[config.mk]
export PLATFORM = sky130hd
export DESIGN_NAME = tic_tac_toe_game_ctrl
export DESIGN_NICKNAME = d
export VERILOG_FILES = /design/src/rtl/ttt_pkg.sv /design/src/rtl/ttt_win_detect.sv /design/src/rtl/tic_tac_toe_game_ctrl.sv
export SDC_FILE = /design/constraint.sdc
export NUM_CORES = 1
export LEC_CHECK = 0
export CAP_MARGIN = 10
export CORE_ASPECT_RATIO = 1.4
export CORE_UTILIZATION = 49
export DETAILED_ROUTE_END_ITERATION = 8
export PLACE_DENSITY_LB_ADDON = 0.2
export SYNTH_ARGS = -nofsm -noshare
export SYNTH_HDL_FRONTEND = slang
export SYNTH_SLANG_ARGS = --single-unit
[constraint.sdc]
create_clock -name CLOCK_50 -period 2.32 [get_ports CLOCK_50]
set_input_delay 0.348 -clock CLOCK_50 [delete_from_list [all_inputs] [get_ports CLOCK_50]]
set_output_delay 0.348 -clock CLOCK_50 [all_outputs]
set_load 0.01 [all_outputs]
[src/rtl/ttt_pkg.sv]
// ---------------------------------------------------------------------------
// ttt_pkg
// Shared definitions for the tic-tac-toe game controller:
//   state_t     - controller FSM states
//   winner_t    - winner output codes (none / X / O / draw)
//   NUM_CELLS   - number of board cells (9)
//   NUM_LINES   - number of winning lines (8)
//   LINE_MASKS  - the 8 winning-line masks, in priority order
// ---------------------------------------------------------------------------
package ttt_pkg;

    localparam int unsigned NUM_CELLS = 9;
    localparam int unsigned NUM_LINES = 8;

    typedef enum logic [2:0] {
        ST_PLAY,
        ST_CHECK,
        ST_WIN_X,
        ST_WIN_O,
        ST_DRAW
    } state_t;

    typedef enum logic [1:0] {
        WNR_NONE = 2'b00,
        WNR_X    = 2'b01,
        WNR_O    = 2'b10,
        WNR_DRAW = 2'b11
    } winner_t;

    // Rows, columns, then the two diagonals; index 0 has the highest priority.
    localparam logic [NUM_CELLS-1:0] LINE_MASKS [NUM_LINES] = '{
        9'h007, 9'h038, 9'h1C0,
        9'h049, 9'h092, 9'h124,
        9'h111, 9'h054
    };

endpackage

[src/rtl/ttt_win_detect.sv]
// ---------------------------------------------------------------------------
// ttt_win_detect
// Combinational win detector for one player's board.
//   i_board [8:0] : cells held by the player (bit i = cell i)
//   o_win         : board contains at least one complete line
//   o_line  [8:0] : mask of the lowest-indexed complete line, 0 if none
// ---------------------------------------------------------------------------
module ttt_win_detect
    import ttt_pkg::*;
(
    input  logic [NUM_CELLS-1:0] i_board,
    output logic                 o_win,
    output logic [NUM_CELLS-1:0] o_line
);

    logic w_hit;

    always_comb begin
        w_hit  = 1'b0;
        o_line = '0;
        for (int unsigned i = 0; i < NUM_LINES; i++) begin
            if (!w_hit && ((i_board & LINE_MASKS[i]) == LINE_MASKS[i])) begin
                w_hit  = 1'b1;
                o_line = LINE_MASKS[i];
            end
        end
        o_win = w_hit;
    end

endmodule

[src/rtl/tic_tac_toe_game_ctrl.sv]
// ---------------------------------------------------------------------------
// tic_tac_toe_game_ctrl
// Game controller: holds the X/O boards, alternates players and declares
// win or draw.
//   FIRST_PLAYER          : player moving first after reset/new_game (0=X, 1=O)
//   CLOCK_50              : system clock, rising edge
//   reset                 : asynchronous active-high reset
//   cell_cursor [3:0]     : selected cell 0..8 (9..15 invalid)
//   place                 : one-cycle pulse, mark cursor cell for current player
//   new_game              : one-cycle pulse, clear board and restart
//   grid_x / grid_o [8:0] : cells held by X / O
//   grid_state_marked[8:0]: grid_x | grid_o, fed back to the cursor stage
//   player_turn           : player to move (0=X, 1=O)
//   game_over             : high in WIN_X, WIN_O, DRAW
//   winner [1:0]          : 00 none, 01 X, 10 O, 11 draw
//   win_line [8:0]        : completed line mask on a win, else 0
//   move_count [3:0]      : accepted moves since start, 0..9
//   illegal_move          : one-cycle pulse on a rejected place
// ---------------------------------------------------------------------------
module tic_tac_toe_game_ctrl
    import ttt_pkg::*;
#(
    parameter bit FIRST_PLAYER = 1'b0
) (
    input  logic                 CLOCK_50,
    input  logic                 reset,
    input  logic [3:0]           cell_cursor,
    input  logic                 place,
    input  logic                 new_game,
    output logic [NUM_CELLS-1:0] grid_x,
    output logic [NUM_CELLS-1:0] grid_o,
    output logic [NUM_CELLS-1:0] grid_state_marked,
    output logic                 player_turn,
    output logic                 game_over,
    output logic [1:0]           winner,
    output logic [NUM_CELLS-1:0] win_line,
    output logic [3:0]           move_count,
    output logic                 illegal_move
);

    state_t               r_state;
    state_t               w_state_next;
    logic [NUM_CELLS-1:0] r_grid_x;
    logic [NUM_CELLS-1:0] r_grid_o;
    logic [3:0]           r_move_count;
    logic                 r_player_turn;
    winner_t              r_winner;
    logic [NUM_CELLS-1:0] r_win_line;
    logic                 r_illegal_move;

    logic [NUM_CELLS-1:0] w_marked;
    logic [NUM_CELLS-1:0] w_cell_onehot;
    logic                 w_legal;
    logic [NUM_CELLS-1:0] w_mover_board;
    logic                 w_win;
    logic [NUM_CELLS-1:0] w_win_line;
    logic                 w_board_full;

    assign w_marked      = r_grid_x | r_grid_o;
    // Cursors 9..15 shift the bit out of the 9-bit field, giving zero.
    assign w_cell_onehot = 9'd1 << cell_cursor;
    assign w_legal       = (cell_cursor < 4'(NUM_CELLS)) && ((w_cell_onehot & w_marked) == '0);
    // During CHECK player_turn has not toggled yet, so it still names the mover.
    assign w_mover_board = r_player_turn ? r_grid_o : r_grid_x;
    assign w_board_full  = (r_move_count == 4'(NUM_CELLS));

    ttt_win_detect u_win_detect (
        .i_board (w_mover_board),
        .o_win   (w_win),
        .o_line  (w_win_line)
    );

    // State register
    always_ff @(posedge CLOCK_50 or posedge reset) begin
        if (reset) begin
            r_state <= ST_PLAY;
        end else begin
            r_state <= w_state_next;
        end
    end

    // Next-state logic
    always_comb begin
        w_state_next = r_state;
        if (new_game) begin
            w_state_next = ST_PLAY;
        end else begin
            case (r_state)
                ST_PLAY: begin
                    if (place && w_legal) begin
                        w_state_next = ST_CHECK;
                    end
                end
                ST_CHECK: begin
                    if (w_win) begin
                        w_state_next = r_player_turn ? ST_WIN_O : ST_WIN_X;
                    end else if (w_board_full) begin
                        w_state_next = ST_DRAW;
                    end else begin
                        w_state_next = ST_PLAY;
                    end
                end
                default: w_state_next = r_state;
            endcase
        end
    end

    // Board and result registers
    always_ff @(posedge CLOCK_50 or posedge reset) begin
        if (reset) begin
            r_grid_x       <= '0;
            r_grid_o       <= '0;
            r_move_count   <= '0;
            r_player_turn  <= FIRST_PLAYER;
            r_winner       <= WNR_NONE;
            r_win_line     <= '0;
            r_illegal_move <= 1'b0;
        end else begin
            r_illegal_move <= 1'b0;
            if (new_game) begin
                r_grid_x      <= '0;
                r_grid_o      <= '0;
                r_move_count  <= '0;
                r_player_turn <= FIRST_PLAYER;
                r_winner      <= WNR_NONE;
                r_win_line    <= '0;
            end else begin
                case (r_state)
                    ST_PLAY: begin
                        if (place) begin
                            if (w_legal) begin
                                if (r_player_turn) begin
                                    r_grid_o <= r_grid_o | w_cell_onehot;
                                end else begin
                                    r_grid_x <= r_grid_x | w_cell_onehot;
                                end
                                r_move_count <= r_move_count + 4'd1;
                            end else begin
                                r_illegal_move <= 1'b1;
                            end
                        end
                    end
                    ST_CHECK: begin
                        if (w_win) begin
                            r_winner   <= r_player_turn ? WNR_O : WNR_X;
                            r_win_line <= w_win_line;
                        end else if (w_board_full) begin
                            r_winner <= WNR_DRAW;
                        end else begin
                            r_player_turn <= ~r_player_turn;
                        end
                    end
                    default: ;
                endcase
            end
        end
    end

    // Outputs
    always_comb begin
        grid_x            = r_grid_x;
        grid_o            = r_grid_o;
        grid_state_marked = w_marked;
        player_turn       = r_player_turn;
        winner            = r_winner;
        win_line          = r_win_line;
        move_count        = r_move_count;
        illegal_move      = r_illegal_move;
        game_over         = (r_state == ST_WIN_X) || (r_state == ST_WIN_O) || (r_state == ST_DRAW);
    end

endmodule
==> flow_summary.toml <==
[timing]
slew_viol_final = 0
fmax_ghz = 0.4472
fin_tns_setup_ns = 0
setup_violations = 0
grt_setup_unrepaired = "false"
timing.final.hold_violations = 0
fin_crit_ns = 2.236
maxSlewHeadroom_pct = 57.42
worstMarginPinSlew_ns = 0.6373
finClkSkew_ns = 0.003927
fin_crit_sh_pct = 96.38

[setup_path]
required_ns = 2.54
arrival_ns = 2.46
r2r.worst_path.cells = 5
reg2reg_from = "player_turn$_DFFE_PP0P_"
crit_type = "flip-flop to flip-flop"
crit_fanout = 11
r2r_end = "player_turn$_DFFE_PP0P_"
r2r_setup_slack_ns = 0.08
critPathCaptureType = "flip-flop"
cp-start-kind = "flip-flop"

[floorplanning]
core_area_um2 = 4239
io_pins = 53
chipWidth_um = 58.47
initial_core_util_pct = 51.59
die_area_um2 = 4739
die-height_um = 81.05
core.rowCount = 28

[drt]
viasPerCell = 5.847
wire_per_inst_um = 16.20
drt_iter0_markers = 109
wl_mm = 6.027
post-route-drc-count = 0
drtAntennaViolNets = 0
first_pass_iters = 4
num_vias = 2175

[power_and_ir_drop]
total_power_mw = 1.386
p_switching_mw = 0.3331
p_leak_nw = 1.279
power_density_nw_per_um2 = 449.7
swShare_pct = 24.02
p_clk_share_pct = 39.8
p_int_mw = 1.053
power_frac_comb_pct = 11.0
power.share.sequential_pct = 49.2
peakVddDrop_mv = 0.3676

[cells_and_area]
regArea_um2 = 950.9
final_cells = 372
multi_input_area_um2 = 1109
nFillCells = 335
diodes = 0
layout-drive-gt1-share_pct = 16.67
area_growth_syn_to_layout_pct = 40.96
finalInstanceArea_um2 = 3083
nNetsFinal = 321
fin_util_pct = 72.73

[clock_tree]
cts_buffer_depth = 2
root_buffer = "clkbuf_8"
cts_tree = "done"
worstSkewPairLatency_ns = 0.29
clkTransAtPathRegs_ns = 0.07
cts_hold_buf = 0
cts.sinks = 38
htree_levels = 2
cts_made_buffers = 5

[global_routing]
grt_max_degree = 39
grt_usage_pct = 27.57
grt_pass1_vias = 2069
antenna_found_initial = 0
grt-ovfl-total = 0
grt_pass1_wl_mm = 9.818

[logic_synthesis]
post-synth-top-area-cell = "dfrtp_1"
async_reset_ff_share_pct = 100.0
ys_top_cells_by_area = "dfrtp_1 43%, o2bb2ai_1 6.0%, inv_1 4.6%, nor2_1 3.6%, nand2_1 2.9%"
synth.yosys.seq_area_share_pct = 43.48
avgSynthCellArea_um2 = 9.509
ys_seq_elements = 38
synth_commonest_cells = "38 x dfrtp_1, 27 x inv_1, 21 x nor2_1"
synth_edf_count = 0
synthCells = 230
syn_area_um2 = 2187
synth_flop_cell = "dfrtp_1"
synth_cell_types = 54
synth_nets = 240
synth_top_area_share_pct = 43.48
synth.most_common_cell = "dfrtp_1"
yosys_warnings = 0

[hold_path]
hold_class = "primary input to async pin"

[outcome]
status = "complete, no violations"

[placed_design]
dp_cells = 364
port_buffers = 52
hpwl_mm = 4.572
postPlaceCellArea_um2 = 2968
place_congestion = 0.8825

[flow_run]
maxCapViolCount = 0
==> worst max-delay path: stages (launching register included) <==
cell and delay [ns]:
dfrtp_1 0.57, nand2b_1 0.22, o31ai_1 0.13, or4_4 0.59, or4_1 0.51, a21oi_1 0.15
==> sequential cells by signal (all words and copies together) (netlist names) <==
| name | count |
|---|---|
| win_line | 9 |
| winner | 2 |
| grid_o | 9 |
| illegal_move | 1 |
| r_state | 3 |
| move_count | 4 |
| player_turn | 1 |
| grid_x | 9 |
==> metal layers <==
metal	share of wire (%)	vias up	routed length [um]	GRT usage [%]
met1	39	1024	2331	30.82
met4	5.5	0	333	18.33
met5	0	-	0	0
met3	4.6	25	279	4.618
met2	51	90	3083	47.59
li1	-	1036	-	-
==> area by class of cell <==
cell class,instances,share of cell area (%)
multi-input cells,158,35.96
flip-flops and latches,38,30.84
repair buffers,81,23.94
inverters,27,3.287
well taps,60,2.435
clock buffers,5,2.232
clock inverters,3,1.299
==> logic make-up after synthesis <==
group           after synthesis  synth area share, %
compound gates               73                26.66
buf+inv                      34                6.121
fa+ha+maj                     2                1.144
flops                        38                43.48
mux                           2               0.9725
simple gates                 81                21.63
==> cells in the final DEF (no fill, tap or decap), types with 5 or more instances in the layout <==
| master | count |
|---|---|
| a21oi_1 | 8 |
| buf_4 | 29 |
| clkbuf_8 | 5 |
| clkdlybuf4s50_1 | 52 |
| dfrtp_1 | 38 |
| inv_1 | 27 |
| nand2_1 | 17 |
| nand4_1 | 6 |
| nor2_1 | 21 |
| o21ai_0 | 6 |
| o22ai_1 | 7 |
| o2bb2ai_1 | 15 |
| o32ai_1 | 6 |
==> how the worst max path moves through the flow <==
| stage | from | end |
|---|---|---|
| after global routing | cell_cursor[0] | move_count[1]$_DFFE_PP0P_ |
| final | player_turn$_DFFE_PP0P_ | player_turn$_DFFE_PP0P_ |
| after detailed placement | cell_cursor[0] | move_count[3]$_DFFE_PP0P_ |
| after floorplan | cell_cursor[3] | move_count[3]$_DFFE_PP0P_ |
| after CTS | cell_cursor[0] | move_count[3]$_DFFE_PP0P_ |
| after global placement | cell_cursor[1] | move_count[3]$_DFFE_PP0P_ |
==> power groups by stage <==
stage	sequential, mW	combinational [mW]	clock (mW)
after floorplan	0.694	0.0778	0
after global placement	0.695	0.148	0
final	0.683	0.152	0.551
after detailed placement	0.695	0.151	0
after CTS	0.682	0.152	0.557
after global routing	0.684	0.167	0.579
==> metrics by stage <==
step | setup WS, ns | hold slack [ns]
floorplan | 0.2832 | 0.5219
global placement | -0.1746 | 0.5247
detailed placement | -0.2233 | 0.5254
CTS | 0.07758 | 0.4870
global route | 0.006305 | 0.5238
finish | 0.08399 | 0.4620
==> repair_timing <==
action	in CTS	in global routing
endpoints found under the hold margin	0	0
resized for setup	0	1
endpoints found under the setup margin	0	5
setup buffers	0	0
No activity file was read; power rests on OpenSTA's default activity.
